**src/rtl/pc_sequencer.sv**
```systemverilog
// pc_sequencer: RV32I fetch PC register and one-outstanding fetch sequencer.
// Define PC_MISALIGN_TRAP_EN to trap on misaligned redirect targets instead of masking them.
module pc_sequencer (
  input  logic        clk,
  input  logic        rst,
  output logic [31:0] pc_out,
  input  logic [31:0] pc_plus4,
  input  logic        stall,
  input  logic        redirect_valid,
  input  logic [31:0] redirect_target,
  output logic        imem_req_valid,
  input  logic        imem_req_ready,
  output logic [31:0] imem_addr,
  output logic        fetch_valid,
  output logic [31:0] fetch_pc,
  output logic        misalign_trap,
  output logic [31:0] trap_epc
);
  localparam logic [31:0] RESET_VECTOR = 32'h0000_0000;
  typedef enum logic [1:0] {BOOT, RUN, TRAP} state_t;
  state_t state;
  logic accept;
  assign imem_req_valid = (state == RUN) & ~stall;
  assign accept = imem_req_valid & imem_req_ready;
  assign imem_addr = pc_out;
`ifdef PC_MISALIGN_TRAP_EN
  localparam logic [31:0] TRAP_VECTOR = 32'h0000_0100;
  logic bad_target;
  assign bad_target = (state == RUN) & redirect_valid & (|redirect_target[1:0]);
  always_ff @(posedge clk)
    if (!rst) begin
      state <= BOOT;
      pc_out <= RESET_VECTOR;
      fetch_valid <= 1'b0;
      fetch_pc <= '0;
      misalign_trap <= 1'b0;
      trap_epc <= '0;
    end else begin
      fetch_valid <= accept & ~redirect_valid;
      if (accept) fetch_pc <= pc_out;
      misalign_trap <= bad_target;
      if (bad_target) trap_epc <= redirect_target;
      if (state == BOOT) state <= RUN;
      else if (state == TRAP) begin
        state <= RUN;
        pc_out <= TRAP_VECTOR;
      end else if (bad_target) state <= TRAP;
      else if (redirect_valid) pc_out <= redirect_target;
      else if (accept) pc_out <= pc_plus4;
    end
`else
  assign misalign_trap = 1'b0;
  assign trap_epc = '0;
  always_ff @(posedge clk)
    if (!rst) begin
      state <= BOOT;
      pc_out <= RESET_VECTOR;
      fetch_valid <= 1'b0;
      fetch_pc <= '0;
    end else begin
      fetch_valid <= accept & ~redirect_valid;
      if (accept) fetch_pc <= pc_out;
      if (state == BOOT) state <= RUN;
      else if (redirect_valid) pc_out <= redirect_target & ~32'h3;
      else if (accept) pc_out <= pc_plus4;
    end
`endif
endmodule

```
**config.mk**
```make
export PLATFORM = sky130hd
export DESIGN_NAME = pc_sequencer
export DESIGN_NICKNAME = d
export VERILOG_FILES = /design/src/rtl/pc_sequencer.sv
export SDC_FILE = /design/constraint.sdc
export NUM_CORES = 1
export LEC_CHECK = 0
export CAP_MARGIN = 20
export CORE_ASPECT_RATIO = 1.25
export CORE_MARGIN = 3
export CORE_UTILIZATION = 35
export CTS_BUF_LIST = sky130_fd_sc_hd__clkbuf_2
export CTS_CLUSTER_DIAMETER = 150
export CTS_CLUSTER_SIZE = 30
export DETAILED_ROUTE_END_ITERATION = 7
export PLACE_DENSITY = 0.75
export SLEW_MARGIN = 20
export SYNTH_ARGS = -nofsm -noshare
export SYNTH_HDL_FRONTEND = slang
export SYNTH_SLANG_ARGS = --single-unit
export TNS_END_PERCENT = 50
```
**constraint.sdc**
```tcl
create_clock -name clk -period 3.5 [get_ports clk]
set_clock_uncertainty 0.1 [all_clocks]
set_input_delay 0.7 -clock clk [delete_from_list [all_inputs] [get_ports clk]]
set_output_delay 0.7 -clock clk [all_outputs]
set_load 0.05 [all_outputs]
```
==> impl_metrics.env, run 1 <==
export IMPL_criticalPathCategory="in -> out"
export IMPL_critical_path_buf_inv_count=2
export IMPL_synth_edff_count=0
export IMPL_grt_overflow=0
export IMPL_yosysMostFrequentCell="nand2_1"
export IMPL_cpMostUsedCell="clkdlybuf4s50_1"
export IMPL_cp_slowest_cell="clkdlybuf4s50_1"
export IMPL_cp_max_fo=4
export IMPL_placed_cell_area_um2=4730
export IMPL_synth_top_area_share_pct=38.9
export IMPL_cts_resized=0
export IMPL_finalCriticalPeriod_ns=2.90
export IMPL_nets=576
export IMPL_min_path_type="reg -> reg"
export IMPL_relSlewSlack_pct=46.5
export IMPL_synthCells=386
export IMPL_die_y_um=116
export IMPL_synthTopCellsByArea="dfxtp_1 (39%), buf_4 (16%), nand2_1 (14%)"
export IMPL_r2r_slack_ns=1.72
export IMPL_gp_congestion=0.733
export IMPL_antenna_found_initial=0
export IMPL_cp_start_kind="input port"
export IMPL_ys_ff_latch=66
export IMPL_worst_pin_slew_ns=0.803
export IMPL_synthTopCellsByCount="nand2_1 (126), buf_4 (72), dfxtp_1 (66)"
export IMPL_clock_latency_ns=0.49
export IMPL_status="completed"
export IMPL_coreArea_um2=9320
export IMPL_drv_cap=0
export IMPL_vdd_drop_max_v=0.000158
export IMPL_post_route_period_util_pct=82.8
export IMPL_drtAntennaViolNets=0
export IMPL_power_density_nw_per_um2=375
export IMPL_setup_tns_ns=0
export IMPL_synthToLayoutAreaGrowth_pct=42.2
export IMPL_netlist_area_um2=3400
export IMPL_slowest_delay_ns=0.81
export IMPL_die_area_um2=10900
export IMPL_ys_seq_area_share_pct=38.9
export IMPL_clock_path_buffers=2
export IMPL_via_per_inst=4.44
export IMPL_cts_sinks=66
export IMPL_synth_distinct_cells=18
export IMPL_start_util_pct=36.5
export IMPL_routed_wl_um=8640
export IMPL_dr_pass1_iters=4
export IMPL_rows=39
export IMPL_cts_buffers=9
export IMPL_design_area_um2=4830
export IMPL_grt_pass1_wl_um=13000
export IMPL_cellLeakagePower_nw=1.93
export IMPL_grt_max_degree=51
export IMPL_max_freq_ghz=0.345
export IMPL_post_cts_setup_buffer_count=0
export IMPL_drt_iter0_drc=72
export IMPL_cpLargestDelayFamily="buffers and inverters"
export IMPL_drive_gt1_share_pct=11.1
export IMPL_die_x_um=94.1
export IMPL_cp_required_ns=2.70
export IMPL_postCtsHoldBufs=0
export IMPL_post_dp_hpwl_um=6480
export IMPL_setup_viol=0
export IMPL_synthFlopType="dfxtp_1"
export IMPL_num_vias=2821
export IMPL_grt_pass1_vias=2721
export IMPL_stdcell_count=635
export IMPL_crit_path_end_kind="primary output"
export IMPL_slew_violations=0
export IMPL_finalHoldViolCount=0
export IMPL_wire_per_inst_um=13.6
export IMPL_cts_tree="done"
export IMPL_arrival_ns=2.10
export IMPL_crit_chain="clkdlybuf4s50_1, nor2b_1, clkdlybuf4s50_1"
export IMPL_async_flop_share_pct=0
export IMPL_ys_warn_count=0
export IMPL_htree_levels=3
export IMPL_place_inst=619
export IMPL_grt_use_total_pct=15.3
export IMPL_syn_avg_cell_area_um2=8.80
export IMPL_clkTransAtPathRegs_ns=0.17
export IMPL_ioPinCount=200
export IMPL_insertedDiodeCount=0
export IMPL_portBuffers=164
export IMPL_cts_root_buf="clkbuf_2"
export IMPL_yosysTopAreaCell="dfxtp_1"
export IMPL_rsz0062_at_grt="no"
export IMPL_route_detailed_drc=0
[stage by stage]
stage	setup WS (ns)	util, %	power, W	hold slack [ns]
after floorplan	1.31	-	0.00126	0.483
after global placement	0.595	50.7	0.00139	0.341
after detailed placement	0.582	50.7	0.00140	0.345
after CTS	0.592	51.9	0.00184	0.367
after global routing	0.535	51.9	0.00190	0.393
final	0.601	51.9	0.00181	0.365
[cells by family (layout without fill, tap and decap cells)]
family / count (synthesis) / count (layout) / synth area share, %
AND/OR/NAND/NOR: 133 / 133 / 15.4
buffers and inverters: 91 / 185 / 19.0
flip-flops: 66 / 66 / 38.9
multiplexers: 60 / 60 / 18.8
AO/OA/AOI/OAI: 35 / 35 / 7.84
other: 1 / 33 / 0.110
[power by group]
group	switching, W	total [W]	leakage (nW)	internal, W
Combinational	0.000361	0.000570	1.31	0.000209
Clock	0.000274	0.000432	0.0750	0.000158
Sequential	0.0000283	0.000810	0.537	0.000782
[cells in the final DEF, fill, tap and decap left out]
| cell | Yosys | routed |
|---|---|---|
| and3b_1 | 1 | 1 |
| nor2b_1 | 2 | 2 |
| buf_2 | 9 | 2 |
| dfxtp_1 | 66 | 66 |
| nor3b_1 | 1 | 1 |
| bufinv_16 | 0 | 1 |
| mux2i_1 | 30 | 30 |
| nand3b_2 | 1 | 1 |
| clkdlybuf4s50_1 | 0 | 162 |
| o21ai_4 | 0 | 1 |
| nand2_1 | 126 | 126 |
| buf_12 | 0 | 2 |
| a21boi_1 | 30 | 30 |
| nor3_1 | 2 | 2 |
| a21boi_0 | 2 | 2 |
| buf_4 | 72 | 3 |
| conb_1 | 1 | 33 |
| clkinv_2 | 0 | 6 |
| clkbuf_2 | 0 | 9 |
| mux2_2 | 30 | 30 |
| a31o_2 | 2 | 2 |
[tightest hold or removal path, cell delays in order (launching register included)]
cell      delay [ns]
dfxtp_1         0.34
nand2_1         0.05
a21boi_1        0.05
[area by class of cell]
type | instances | area [um2]
flip-flops and latches | 66 | 1320
fillers | 880 | 4490
clock buffers | 9 | 45.0
clock inverters | 7 | 60.1
well taps | 123 | 154
repair buffers | 169 | 1690
multi-input cells | 261 | 1560
[state kept, by name, indices dropped and copies added (netlist names)]
name / cells
fetch_pc: 32
imem_addr: 32
state: 1
fetch_valid: 1
[metal layers]
metal | up-vias | global-route usage (%) | share of wire (%)
met5 | - | 0 | 0
met4 | 0 | 7.13 | 2.2
met2 | 119 | 27.6 | 51
li1 | 1388 | - | -
met1 | 1296 | 16.6 | 39
met3 | 18 | 4.38 | 7.4
[final timing paths]
kind / cells after the start / startpoint / endpoint
setup / recovery: 3 / stall / imem_req_valid
hold / removal: 2 / fetch_pc[28]$_SDFFE_PN0P_ / fetch_pc[28]$_SDFFE_PN0P_
setup reg to reg: 4 / state[0]$_SDFFE_PN0N_ / fetch_pc[0]$_SDFFE_PN0P_
hold reg to reg: 2 / fetch_pc[28]$_SDFFE_PN0P_ / fetch_pc[28]$_SDFFE_PN0P_
(Power assumes the default switching activity.)
==> run 2: changes to the inputs <==
==> constraint.sdc (replaced) <==
create_clock -name clk -period 2.7 [get_ports clk]
set_clock_uncertainty 0.1 [all_clocks]
set_input_delay 0.54 -clock clk [delete_from_list [all_inputs] [get_ports clk]]
set_output_delay 0.54 -clock clk [all_outputs]
set_load 0.05 [all_outputs]
==> impl_metrics.env, run 2 (synthesis results as in run 1) <==
export IMPL_die_y_um=116
export IMPL_finalHoldViolCount=0
export IMPL_r2r_slack_ns=1.25
export IMPL_cp_slowest_cell="clkdlybuf4s50_1"
export IMPL_via_per_inst=4.43
export IMPL_critical_path_buf_inv_count=1
export IMPL_ioPinCount=200
export IMPL_post_cts_setup_buffer_count=0
export IMPL_crit_path_end_kind="primary output"
export IMPL_antenna_found_initial=0
export IMPL_die_x_um=94.1
export IMPL_slowest_delay_ns=0.84
export IMPL_cp_max_fo=4
export IMPL_start_util_pct=36.5
export IMPL_num_vias=2831
export IMPL_rsz0062_at_grt="no"
export IMPL_crit_chain="clkdlybuf4s50_1"
export IMPL_setup_viol=0
export IMPL_nets=581
export IMPL_grt_busiest_layer="met2"
export IMPL_vdd_drop_max_v=0.000333
export IMPL_clock_path_buffers=2
export IMPL_wire_per_inst_um=13.1
export IMPL_met1_usage_pct=17.1
export IMPL_final_cell_mix="clkdlybuf4s50_1 (161), nand2_1 (126), dfxtp_1 (66)"
export IMPL_cpLargestDelayFamily="buffers and inverters"
export IMPL_worst_pin_slew_ns=0.536
export IMPL_dr_pass1_iters=4
export IMPL_finalCriticalPeriod_ns=2.37
export IMPL_grt_pass1_wl_um=13000
export IMPL_drtAntennaViolNets=0
export IMPL_use_met3_pct=5.03
export IMPL_arrival_ns=1.73
export IMPL_cts_buffers=9
export IMPL_rows=39
export IMPL_cp_start_kind="flip-flop"
export IMPL_postCtsHoldBufs=0
export IMPL_placed_cell_area_um2=4740
export IMPL_grt_use_total_pct=15.0
export IMPL_route_detailed_drc=0
export IMPL_relSlewSlack_pct=64.2
export IMPL_cts_sinks=66
export IMPL_synthToLayoutAreaGrowth_pct=42.3
export IMPL_post_route_period_util_pct=87.7
export IMPL_grt_overflow=0
export IMPL_coreArea_um2=9320
export IMPL_status="completed"
export IMPL_portBuffers=164
export IMPL_setup_tns_ns=0
export IMPL_met2_usage_pct=26.9
export IMPL_drive_gt1_share_pct=11.4
export IMPL_cts_tree="done"
export IMPL_criticalPathCategory="reg -> out"
export IMPL_post_dp_hpwl_um=6420
export IMPL_htree_levels=3
export IMPL_max_freq_ghz=0.422
export IMPL_drt_iter0_drc=61
export IMPL_finish_utilization_pct=51.9
export IMPL_drv_cap=0
export IMPL_cellLeakagePower_nw=1.93
export IMPL_min_path_type="reg -> reg"
export IMPL_grt_max_degree=33
export IMPL_fill_cells=916
export IMPL_cts_root_buf="clkbuf_2"
export IMPL_clkTransAtPathRegs_ns=0.16
export IMPL_power_density_nw_per_um2=478
export IMPL_gp_congestion=0.751
export IMPL_cp_required_ns=2.06
export IMPL_slew_violations=0
export IMPL_routed_wl_um=8380
export IMPL_clock_latency_ns=0.45
export IMPL_design_area_um2=4830
export IMPL_insertedDiodeCount=0
export IMPL_cts_resized=0
export IMPL_grt_pass1_vias=2675
export IMPL_die_area_um2=10900
export IMPL_final_common_cell="clkdlybuf4s50_1"
run 2: cell count changes in the layout (fill, tap and decap cells not counted), sizes merged:
cell           change
buf                +6
clkdlybuf4s50      -1
clkbuf             +1
clkinv             -2
run 2: final cells by class:
cell class	instances	area, um2	share of cell area [%]
multi-input combinational	261	1560	32.2
clock inverter	5	46.3	0.958
timing repair buffer	174	1700	35.2
clock buffer	10	50.0	1.04
sequential	66	1320	27.3
tap	123	154	3.18
run 2: metrics by stage:
stage	worst slack [ns]	power, W	hold WS (ns)	cells
after floorplan	0.831	0.00164	0.483	418
after global placement	0.536	0.00180	0.341	624
after detailed placement	0.498	0.00181	0.344	624
after CTS	0.258	0.00235	0.335	639
after global routing	0.191	0.00243	0.337	639
final	0.331	0.00231	0.362	639
run 2: per-layer routing:
metal / wire length (um) / share of wire [%] / up-vias
met5: 0 / 0 / -
met3: 675 / 8.1 / 6
met1: 3220 / 38 / 1314
met4: 73 / 0.87 / 0
li1: - / - / 1399
met2: 4410 / 53 / 112
run 2: worst paths after layout:
kind	cells past startpoint	start	end
setup / recovery	1	imem_addr[28]$_SDFFE_PN0P_	imem_addr[28]
setup reg to reg	3	state[0]$_SDFFE_PN0N_	fetch_valid$_SDFF_PN0_
hold reg to reg	2	fetch_pc[28]$_SDFFE_PN0P_	fetch_pc[28]$_SDFFE_PN0P_
hold / removal	2	fetch_pc[28]$_SDFFE_PN0P_	fetch_pc[28]$_SDFFE_PN0P_
run 2: where the power goes:
part | internal (W) | switching [W] | leakage, nW
Combinational | 0.000271 | 0.000467 | 1.33
Sequential | 0.00101 | 0.0000368 | 0.537
Clock | 0.000203 | 0.000322 | 0.0643
Total | 0.00149 | 0.000825 | 1.93
==> run 3: changes to the inputs <==
--- a/config.mk
+++ b/config.mk
@@ -9,7 +9,7 @@
 export CORE_ASPECT_RATIO = 1.25
 export CORE_MARGIN = 3
 export CORE_UTILIZATION = 35
-export CTS_BUF_LIST = sky130_fd_sc_hd__clkbuf_2
+export CTS_BUF_LIST = sky130_fd_sc_hd__clkbuf_4
 export CTS_CLUSTER_DIAMETER = 150
 export CTS_CLUSTER_SIZE = 30
 export DETAILED_ROUTE_END_ITERATION = 7
==> impl_metrics.env, run 3 (synthesis results as in run 1) <==
export IMPL_drt_iter0_drc=58
export IMPL_arrival_ns=1.65
export IMPL_cts_buffers=9
export IMPL_die_x_um=94.1
export IMPL_p_total_w=0.00239
export IMPL_status="completed"
export IMPL_cp_start_kind="flip-flop"
export IMPL_crit_path_end_kind="primary output"
export IMPL_setup_tns_ns=0
export IMPL_post_route_period_util_pct=84.9
export IMPL_criticalPathCategory="reg -> out"
export IMPL_cts_resized=0
export IMPL_cts_root_buf="clkbuf_4"
export IMPL_setup_viol=0
export IMPL_htree_levels=3
export IMPL_synthToLayoutAreaGrowth_pct=43.0
export IMPL_insertedDiodeCount=0
export IMPL_route_detailed_drc=0
export IMPL_worst_pin_slew_ns=0.534
export IMPL_num_vias=2834
export IMPL_cts_sinks=66
export IMPL_ioPinCount=200
export IMPL_finalCriticalPeriod_ns=2.29
export IMPL_grt_use_total_pct=15.1
export IMPL_drtAntennaViolNets=0
export IMPL_die_y_um=116
export IMPL_start_util_pct=36.5
export IMPL_fill_cells=916
export IMPL_multi_input_area_um2=1560
export IMPL_final_cell_mix="clkdlybuf4s50_1 (161), nand2_1 (126), dfxtp_1 (66)"
export IMPL_gp_congestion=0.751
export IMPL_antenna_found_initial=0
export IMPL_cellLeakagePower_nw=1.93
export IMPL_coreArea_um2=9320
export IMPL_grt_overflow=0
export IMPL_clock_path_buffers=2
export IMPL_max_freq_ghz=0.436
export IMPL_cp_required_ns=2.06
export IMPL_via_per_inst=4.44
export IMPL_dr_pass1_iters=4
export IMPL_grt_pass1_wl_um=13000
export IMPL_cp_slowest_cell="clkdlybuf4s50_1"
export IMPL_area_sequential_um2=1320
export IMPL_grt_max_degree=33
export IMPL_slowest_delay_ns=0.84
export IMPL_wire_per_inst_um=13.1
export IMPL_cpLargestDelayFamily="buffers and inverters"
export IMPL_grt_pass1_vias=2680
export IMPL_portBuffers=164
export IMPL_finalHoldViolCount=0
export IMPL_postCtsHoldBufs=0
export IMPL_relSlewSlack_pct=64.3
export IMPL_clock_latency_ns=0.39
export IMPL_post_cts_setup_buffer_count=0
export IMPL_drive_gt1_share_pct=11.4
export IMPL_whs_ns=0.356
export IMPL_crit_chain="clkdlybuf4s50_1"
export IMPL_min_path_type="reg -> reg"
export IMPL_rsz0062_at_grt="no"
export IMPL_routed_wl_um=8370
export IMPL_clkTransAtPathRegs_ns=0.10
export IMPL_vdd_drop_max_v=0.000345
export IMPL_power_density_nw_per_um2=491
export IMPL_critical_path_buf_inv_count=1
export IMPL_cp_max_fo=4
export IMPL_drv_cap=0
export IMPL_rows=39
export IMPL_post_dp_hpwl_um=6420
export IMPL_final_common_cell="clkdlybuf4s50_1"
export IMPL_nets=581
export IMPL_cts_tree="done"
export IMPL_slew_violations=0
export IMPL_die_area_um2=10900
## run 3: changes by cell type in the layout (fill, tap and decap cells not counted)
cell	previous run	this run
clkbuf_2	10	0
clkbuf_4	0	10
## run 3: power by group
part           leakage [nW]  switching [W]  internal (W)  total (W)
clock                0.0688       0.000323      0.000278   0.000601
combinational          1.33       0.000467      0.000271   0.000738
sequential            0.537      0.0000368       0.00101    0.00105
total                  1.93       0.000827       0.00156    0.00239
## run 3: layout make-up
class	count	share of cell area [%]
repair buffers	174	35.1
flip-flops and latches	66	27.2
clock inverters	5	0.953
clock buffers	10	1.54
well taps	123	3.17
multi-input cells	261	32.1
## run 3: layer usage
metal	vias up	GRT usage (%)	wire length, um
li1	1402	-	-
met1	1310	17.1	3180
met2	116	27.0	4390
met3	6	5.80	714
met4	0	3.47	82
met5	-	0	0
## run 3: per-stage QoR
step	setup WS, ns	cells	instance area, um2	util (%)
after floorplan	0.831	418	3520	-
after global placement	0.536	624	4740	50.8
after detailed placement	0.498	624	4740	50.8
after CTS	0.362	639	4860	52.1
after global routing	0.305	639	4860	52.1
final	0.407	639	4860	52.1
## run 3: path summary, 6_finish.rpt
kind / from / end / slack (ns) / cells past startpoint
max: imem_addr[28]$_SDFFE_PN0P_ / imem_addr[28] / 0.41 / 1
min reg2reg: fetch_pc[28]$_SDFFE_PN0P_ / fetch_pc[28]$_SDFFE_PN0P_ / 0.36 / 2
min: fetch_pc[28]$_SDFFE_PN0P_ / fetch_pc[28]$_SDFFE_PN0P_ / 0.36 / 2
max reg2reg: state[0]$_SDFFE_PN0N_ / fetch_valid$_SDFF_PN0_ / 1.26 / 3
